### config.mk
export PLATFORM = sky130hd
export DESIGN_NAME = mst_ch_arb
export DESIGN_NICKNAME = d
export VERILOG_FILES = /design/src/rtl/mst_arb_pkg.sv /design/src/rtl/mst_rr_pick.sv /design/src/rtl/mst_ch_arb.sv
export SDC_FILE = /design/constraint.sdc
export NUM_CORES = 1
export LEC_CHECK = 0
export CORE_UTILIZATION = 36
export DETAILED_ROUTE_END_ITERATION = 6
export PLACE_DENSITY = 0.75
export SETUP_SLACK_MARGIN = 0.1
export SYNTH_ARGS = -nofsm -noshare
export SYNTH_HDL_FRONTEND = slang
export SYNTH_HIERARCHICAL = 1
export SYNTH_SLANG_ARGS = --single-unit
### constraint.sdc
create_clock -name clk -period 2.8 [get_ports clk]
set_clock_uncertainty 0.05 [all_clocks]
set_input_delay 0.84 -clock clk [delete_from_list [all_inputs] [get_ports clk]]
set_output_delay 0.84 -clock clk [all_outputs]
set_load 0.02 [all_outputs]
### src/rtl/mst_arb_pkg.sv
// Shared types and constants for the master-channel round-robin burst arbiter.
// BURST_DEFAULT of 256 words fills one 512-byte FT600 packet in 16-bit mode.
package mst_arb_pkg;

    typedef enum logic [0:0] {
        IDLE  = 1'b0,
        GRANT = 1'b1
    } arb_state_e;

    localparam int BURST_DEFAULT = 256;

    // Width of a channel index; never narrower than one bit.
    function automatic int ch_idx_w(input int n);
        return (n > 1) ? $clog2(n) : 1;
    endfunction

endpackage

### src/rtl/mst_rr_pick.sv
// Combinational round-robin picker: first eligible channel scanning upward
// from ptr+1, wrapping modulo NCH, with ptr itself considered last.
module mst_rr_pick
    import mst_arb_pkg::*;
#(
    parameter int NCH = 4,
    localparam int IW = ch_idx_w(NCH)
) (
    input  logic [NCH-1:0] eligible,
    input  logic [IW-1:0]  ptr,
    output logic           any,
    output logic [IW-1:0]  idx
);

    logic [IW-1:0] cand;

    // Scan from the farthest offset down to the nearest so the nearest eligible
    // channel is the last to overwrite idx; NCH is a power of two so the index
    // wraps by plain truncation.
    always_comb begin
        any  = 1'b0;
        idx  = ptr;
        cand = ptr;
        for (int k = NCH; k >= 1; k--) begin
            cand = ptr + IW'(k);
            if (eligible[cand]) begin
                any = 1'b1;
                idx = cand;
            end
        end
    end

endmodule

### src/rtl/mst_ch_arb.sv
// Round-robin burst arbiter feeding the master FIFO write path from NCH
// first-word-fall-through generator channels, up to BURST words per grant.
module mst_ch_arb
    import mst_arb_pkg::*;
#(
    parameter int NCH   = 4,
    parameter int DW    = 16,
    parameter int BURST = BURST_DEFAULT
) (
    input  logic                     clk,
    input  logic                     rst_n,
    input  logic [NCH-1:0]           ch_en,
    input  logic [NCH-1:0]           ch_rdy,
    input  logic [NCH*DW-1:0]        ch_dat,
    output logic [NCH-1:0]           ch_req,
    input  logic                     dn_req,
    output logic [DW-1:0]            dn_dat,
    output logic                     dn_vld,
    output logic [ch_idx_w(NCH)-1:0] dn_ch,
    output logic                     dn_eop,
    output logic                     busy
);

    localparam int IW = ch_idx_w(NCH);
    localparam int CW = $clog2(BURST) + 1;

    arb_state_e    state_q, state_d;
    logic [IW-1:0] ptr_q, ptr_d;
    logic [IW-1:0] gnt_q, gnt_d;
    logic [CW-1:0] cnt_q, cnt_d;
    logic [DW-1:0] dn_dat_q, dn_dat_d;
    logic          dn_vld_q, dn_vld_d;
    logic [IW-1:0] dn_ch_q, dn_ch_d;
    logic          dn_eop_q, dn_eop_d;
    logic          busy_q, busy_d;

    logic [NCH-1:0] elig;
    logic           pick_any;
    logic [IW-1:0]  pick_idx;
    logic           gnt_ok;
    logic           pop;

    assign elig   = ch_rdy & ch_en;
    assign gnt_ok = ch_rdy[gnt_q] & ch_en[gnt_q];
    assign pop    = (state_q == GRANT) & dn_req & gnt_ok;

    mst_rr_pick #(
        .NCH (NCH)
    ) u_pick (
        .eligible (elig),
        .ptr      (ptr_q),
        .any      (pick_any),
        .idx      (pick_idx)
    );

    // Pop strobe is combinational so the channel advances in the same cycle
    // its word is captured.
    always_comb begin
        ch_req        = '0;
        ch_req[gnt_q] = pop;
    end

    always_comb begin
        state_d  = state_q;
        ptr_d    = ptr_q;
        gnt_d    = gnt_q;
        cnt_d    = cnt_q;
        dn_dat_d = dn_dat_q;
        dn_ch_d  = dn_ch_q;
        dn_vld_d = 1'b0;
        dn_eop_d = 1'b0;

        case (state_q)
            IDLE: begin
                if (pick_any) begin
                    gnt_d   = pick_idx;
                    cnt_d   = '0;
                    state_d = GRANT;
                end
            end
            GRANT: begin
                // A pop on the quota word ends the grant even if the channel
                // drops ready afterwards.
                if (pop) begin
                    dn_dat_d = ch_dat[int'(gnt_q)*DW +: DW];
                    dn_ch_d  = gnt_q;
                    dn_vld_d = 1'b1;
                    cnt_d    = cnt_q + CW'(1);
                    if (cnt_q == CW'(BURST - 1)) begin
                        dn_eop_d = 1'b1;
                        ptr_d    = gnt_q;
                        state_d  = IDLE;
                    end
                end else if (!gnt_ok) begin
                    ptr_d   = gnt_q;
                    state_d = IDLE;
                end
            end
            default: begin
                state_d = IDLE;
            end
        endcase

        busy_d = (state_d == GRANT);
    end

    always_ff @(posedge clk or negedge rst_n) begin
        if (!rst_n) begin
            state_q  <= IDLE;
            ptr_q    <= IW'(NCH - 1);
            gnt_q    <= '0;
            cnt_q    <= '0;
            dn_dat_q <= '0;
            dn_vld_q <= 1'b0;
            dn_ch_q  <= '0;
            dn_eop_q <= 1'b0;
            busy_q   <= 1'b0;
        end else begin
            state_q  <= state_d;
            ptr_q    <= ptr_d;
            gnt_q    <= gnt_d;
            cnt_q    <= cnt_d;
            dn_dat_q <= dn_dat_d;
            dn_vld_q <= dn_vld_d;
            dn_ch_q  <= dn_ch_d;
            dn_eop_q <= dn_eop_d;
            busy_q   <= busy_d;
        end
    end

    assign dn_dat = dn_dat_q;
    assign dn_vld = dn_vld_q;
    assign dn_ch  = dn_ch_q;
    assign dn_eop = dn_eop_q;
    assign busy   = busy_q;

endmodule

* Yosys cells after proc, flatten, opt, wreduce, memory -nomap -nowiden
Index checks and enable logic that the tools add are counted.
Word-level totals: register bits 34, input bits 75, output and inout port bits 25, logic and storage cells 72
Operators by class: add/sub/neg operators 4, magnitude comparators 6, equality and inequality tests 5, shifts and indexed selects 1, multiplexer cells 37, bitwise operators 6, reduce and logical (&&, ||, !) cells 5
Operators with widths (count):
- $shiftx A64 B7 Y16 | 1
- $mux W1 | 20
- $mux W9 | 2
- $pmux W9 S2 | 1
- $lt A2 B3 Y1 const B | 5
- $bmux W1 S2 | 6
- $mux W2 | 6
- $add A9 B1 Y9 const B | 1
- $eq A9 B8 Y1 const B | 1
- $and A4 B4 Y4 | 2
- $ne A2 B1 Y1 const B | 3
- $reduce_and A2 Y1 | 3
- $add A2 B2 Y2 const B | 2
- $and A1 B1 Y1 | 3
- $reduce_and A3 Y1 | 1
- $add A2 B1 Y2 const B | 1
- $demux W1 S2 | 1
- $ge A2 B1 Y1 const B | 1
- $ne A2 B2 Y1 const B | 1
- $pmux W1 S2 | 1
- $logic_and A1 B1 Y1 | 1
- $not A1 Y1 | 1

* Logic depth before layout (Yosys ltp)
depth in word-level cells 9, depth in mapped cells 7, mapped depth without buffers 7

* Hierarchy
The synthesis kept the hierarchy.
By module, submodules not included:
- mst_ch_arb | instances 1, cells each 146, area each 1885.6 µm², seq. area each 853.3 µm²
- mst_rr_pick | instances 1, cells each 14, area each 82.6 µm², seq. area each 0.0 µm²

* Least setup slack after synthesis
Ideal clock, no wire load.
kind input to output, from input port ch_en[1], to output port ch_req[2], data arrival time 2.447 ns, data required time 1.910 ns, path slack -0.537 ns, stages on the path 4, buffers on the path 1, cell sequence nand2_1 > mux4_2 > clkbuf_1 > nor4b_1
On the way: word-level cells in the longest chain between the ends 5
RTL lines:
- from (decl) | RTL line mst_ch_arb.sv:12 | input logic [NCH-1:0] ch_en,
- $bmux W1 S2 | RTL line mst_ch_arb.sv:44 | assign gnt_ok = ch_rdy[gnt_q] & ch_en[gnt_q];
- $mux W1 (not written as such) | RTL line mst_ch_arb.sv:44
- $and A1 B1 Y1 | RTL line mst_ch_arb.sv:44
- $and A1 B1 Y1 | RTL line mst_ch_arb.sv:45 | assign pop = (state_q == GRANT) & dn_req & gnt_ok;
- $and A4 B4 Y4 (no line)
- to (decl) | RTL line mst_ch_arb.sv:15 | output logic [NCH-1:0] ch_req,
No other way between the ends. The select of a mux whose other input is x is not followed.

* Final worst setup path
from input port ch_en[3], to output port ch_req[0]
The elaborated chain is that of the path after synthesis.

==> flow_metrics.env <==
export IMPL_drive_gt1_share_pct=35.1
export IMPL_syn_num_nets=237
export IMPL_routedWlPerCell_um=16.5
export IMPL_grt_max_degree=35
export IMPL_n_antenna_cell=0
export IMPL_final_cell_mix="clkdlybuf4s50_1 (86), dfrtp_1 (32), buf_4 (30), mux2_2 (19), mux4_2 (17)"
export IMPL_drv_slew=0
export IMPL_rsz0062_at_grt="true"
export IMPL_wl_um=5860
export IMPL_hold_depth=1
export IMPL_fillers=413
export IMPL_layout_commonest_cell="clkdlybuf4s50_1"
export IMPL_fin_setup_tns_ps=-71.1
export IMPL_finalCritPeriodShare_pct=101
export IMPL_crit_chain="buf_6 > nand2_4 > mux4_2 > nor4_4 > buf_4"
export IMPL_r2r_end="cnt_q[6]"
export IMPL_min_to="dn_dat[1]"
export IMPL_syn_inst=160
export IMPL_worstMarginPinSlew_ps=575
export IMPL_grt_pass1_wl_um=9790
export IMPL_cts_htree_levels=2
export IMPL_drv_cap=0
export IMPL_critPathSlowestCell="mux4_2"
export IMPL_cp_max_fo=4
export IMPL_root_buffer="clkbuf_8"
export IMPL_dpl_cell_area_mm2=0.00319
export IMPL_ys_seq_area_share_pct=43.4
export IMPL_worst_r2r_path_depth=4
export IMPL_grt_ovfl_total=0
export IMPL_track_usage_pct=21.9
export IMPL_hold_violations=0
export IMPL_syn2layout_area_growth_pct=73.2
export IMPL_grt_pass1_vias=2001
export IMPL_status="finished, violations left"
export IMPL_yosysUniqueCellTypes=35
export IMPL_die_y_um=75.9
export IMPL_drc=0
export IMPL_fin_ws_ps=-36.5
export IMPL_syn_area_per_cell_um2=12.3
export IMPL_finalInstanceArea_mm2=0.00341
export IMPL_hp_start="dn_dat[1]"
export IMPL_setup_violations=2
export IMPL_worstHoldPathType="flip-flop to flip-flop"
export IMPL_drtAntennaViolNets=0
export IMPL_ys_ff_latch=34
export IMPL_cts_tree="yes"
export IMPL_synthTopCellsByArea="dfrtp_1 (41%), mux4_2 (19%), mux2_2 (11%)"
export IMPL_regToRegStartpoint="gnt_q[0]"
export IMPL_start_util_pct=38.1
export IMPL_drt_initial_drc_count=76
export IMPL_clock_sinks=34
export IMPL_num_vias=1826
export IMPL_r2r_slack_ps=650
export IMPL_numCtsBuffers=5
export IMPL_io_pins=100
export IMPL_core_mm2=0.00517
export IMPL_max_clock_path_buffers=2
export IMPL_clkTransAtPathRegs_ps=70
export IMPL_viasPerCell=5.14
export IMPL_final_nets=361
export IMPL_min_period_ps=2840
export IMPL_dieArea_mm2=0.00577
export IMPL_end_kind="output port"
export IMPL_clock_latency_ps=290
export IMPL_yosys_area_top_type="dfrtp_1"
export IMPL_max_slew_margin_rel_pct=61.2
export IMPL_cpPeakStageDelay_ps=570
export IMPL_netlist_area_mm2=0.00197
export IMPL_postCtsHoldBufs=0
export IMPL_worstPathArrival_ps=1950
export IMPL_firstDrtPassIters=4
export IMPL_yosysWarnings=6
export IMPL_max_freq_ghz=0.353
export IMPL_power_density_mw_per_mm2=792
export IMPL_fp_row_count=26
export IMPL_antenna_found_initial=0
export IMPL_place_gp_congestion=0.810
export IMPL_die_x_um=75.9
export IMPL_violations="negative setup slack"
export IMPL_leakagePower_nw=1.45
export IMPL_ir_worst_vdd_mv=0.478
export IMPL_dpl_hpwl_um=4390
export IMPL_io_buffers=99
export IMPL_synth_top_cell_area_share_pct=40.7
export IMPL_criticalPathCategory="input pin to output port"
export IMPL_start_kind="input pin"
export IMPL_crit_required_ps=1910
==> through the flow <==
step | cells | utilization [%] | power (mW) | hold slack, ps | setup WS (ps)
2_1_floorplan | 160 | - | 1.68 | 425 | -35.9
3_5_place_dp | 337 | 61.6 | 2.31 | 444 | -975
5_1_grt | 355 | 65.9 | 2.88 | 478 | -69.9
4_1_cts | 354 | 65.0 | 2.71 | 461 | -91.2
3_3_place_gp | 337 | 61.6 | 2.27 | 439 | -941
6_report | 355 | 65.9 | 2.70 | 458 | -36.5
==> power by group <==
group          switching [mW]  leakage [nW]  internal [mW]  total [mW]
registers               0.123         0.428          0.681       0.804
clock network           0.174        0.0482          0.198       0.372
logic                   0.692         0.971          0.831        1.52
total                   0.989          1.45           1.71        2.70
==> metal layers <==
| layer | GRT usage, % | share of wire, % |
|---|---|---|
| met1 | 24.9 | 38 |
| met2 | 39.5 | 54 |
| met3 | 5.42 | 5.1 |
| met4 | 8.46 | 2.4 |
| met5 | 0 | 0 |
==> registers in the layout, indices dropped and copies added (netlist names) <==
name	cells
ptr_q	2
dn_dat	16
cnt_q	9
dn_eop	1
dn_vld	1
busy	1
dn_ch	2
gnt_q	2
==> worst max-delay path, delay by kind of cell <==
family / cells / cell delay [ps]
mux: 1 / 570
simple gates: 2 / 280
buf+inv: 2 / 250
==> area by class of cell <==
cell class / count / area [um^2] / area share (%)
multi-input combinational: 107 / 1130 / 33.1
tap: 70 / 87.6 / 2.57
clock inverter: 1 / 5.00 / 0.147
inverter: 10 / 37.5 / 1.10
timing repair buffer: 126 / 1210 / 35.5
clock buffer: 7 / 86.3 / 2.53
sequential: 34 / 853 / 25.0
==> cells in the mapped netlist (all sizes together) <==
master  number
a221o        1
ha           2
buf          4
nor4b        1
mux2        19
nor2         4
nand2b       1
or3          1
nor2b        2
nand2       19
nor4         1
o22ai        1
clkbuf       5
inv         10
o311ai       2
and2         3
mux4        17
o41ai        2
o21a         1
o21ai        3
mux2i        4
a31oi        1
o211ai       1
a21oi        5
dfstp        2
or2          1
or4          3
nand3        2
nand4        3
dfrtp       32
o31ai        5
nor3         2
==> timing repair <==
action / CTS / global route
resized for setup: 62 / 9
cloned: 0 / 0
buffers inserted: 9 / 1
pin swaps: 6 / 5
setup endpoints to repair: 22 / 9
==> worst max-delay path by stage <==
stage              start   endpoint  slack (ps)
2_1_floorplan   ch_en[3]  ch_req[2]         -40
4_1_cts        ch_rdy[3]  ch_req[2]         -90
3_5_place_dp   ch_rdy[3]  ch_req[2]        -970
3_3_place_gp    ch_en[3]  ch_req[2]        -940
5_1_grt         ch_en[3]  ch_req[2]         -70
6_report        ch_en[3]  ch_req[0]         -40
==> cells by family after synthesis <==
family                     count (synthesis)  synth area share, %
and+or+nand+nor                           43                 10.9
AOI/OAI and AO/OA                         22                 7.63
buffers and inverters                     19                 4.45
DFF                                       34                 43.4
muxes                                     40                 32.4
adders and majority gates                  2                 1.27
(Power assumes the default switching activity.)
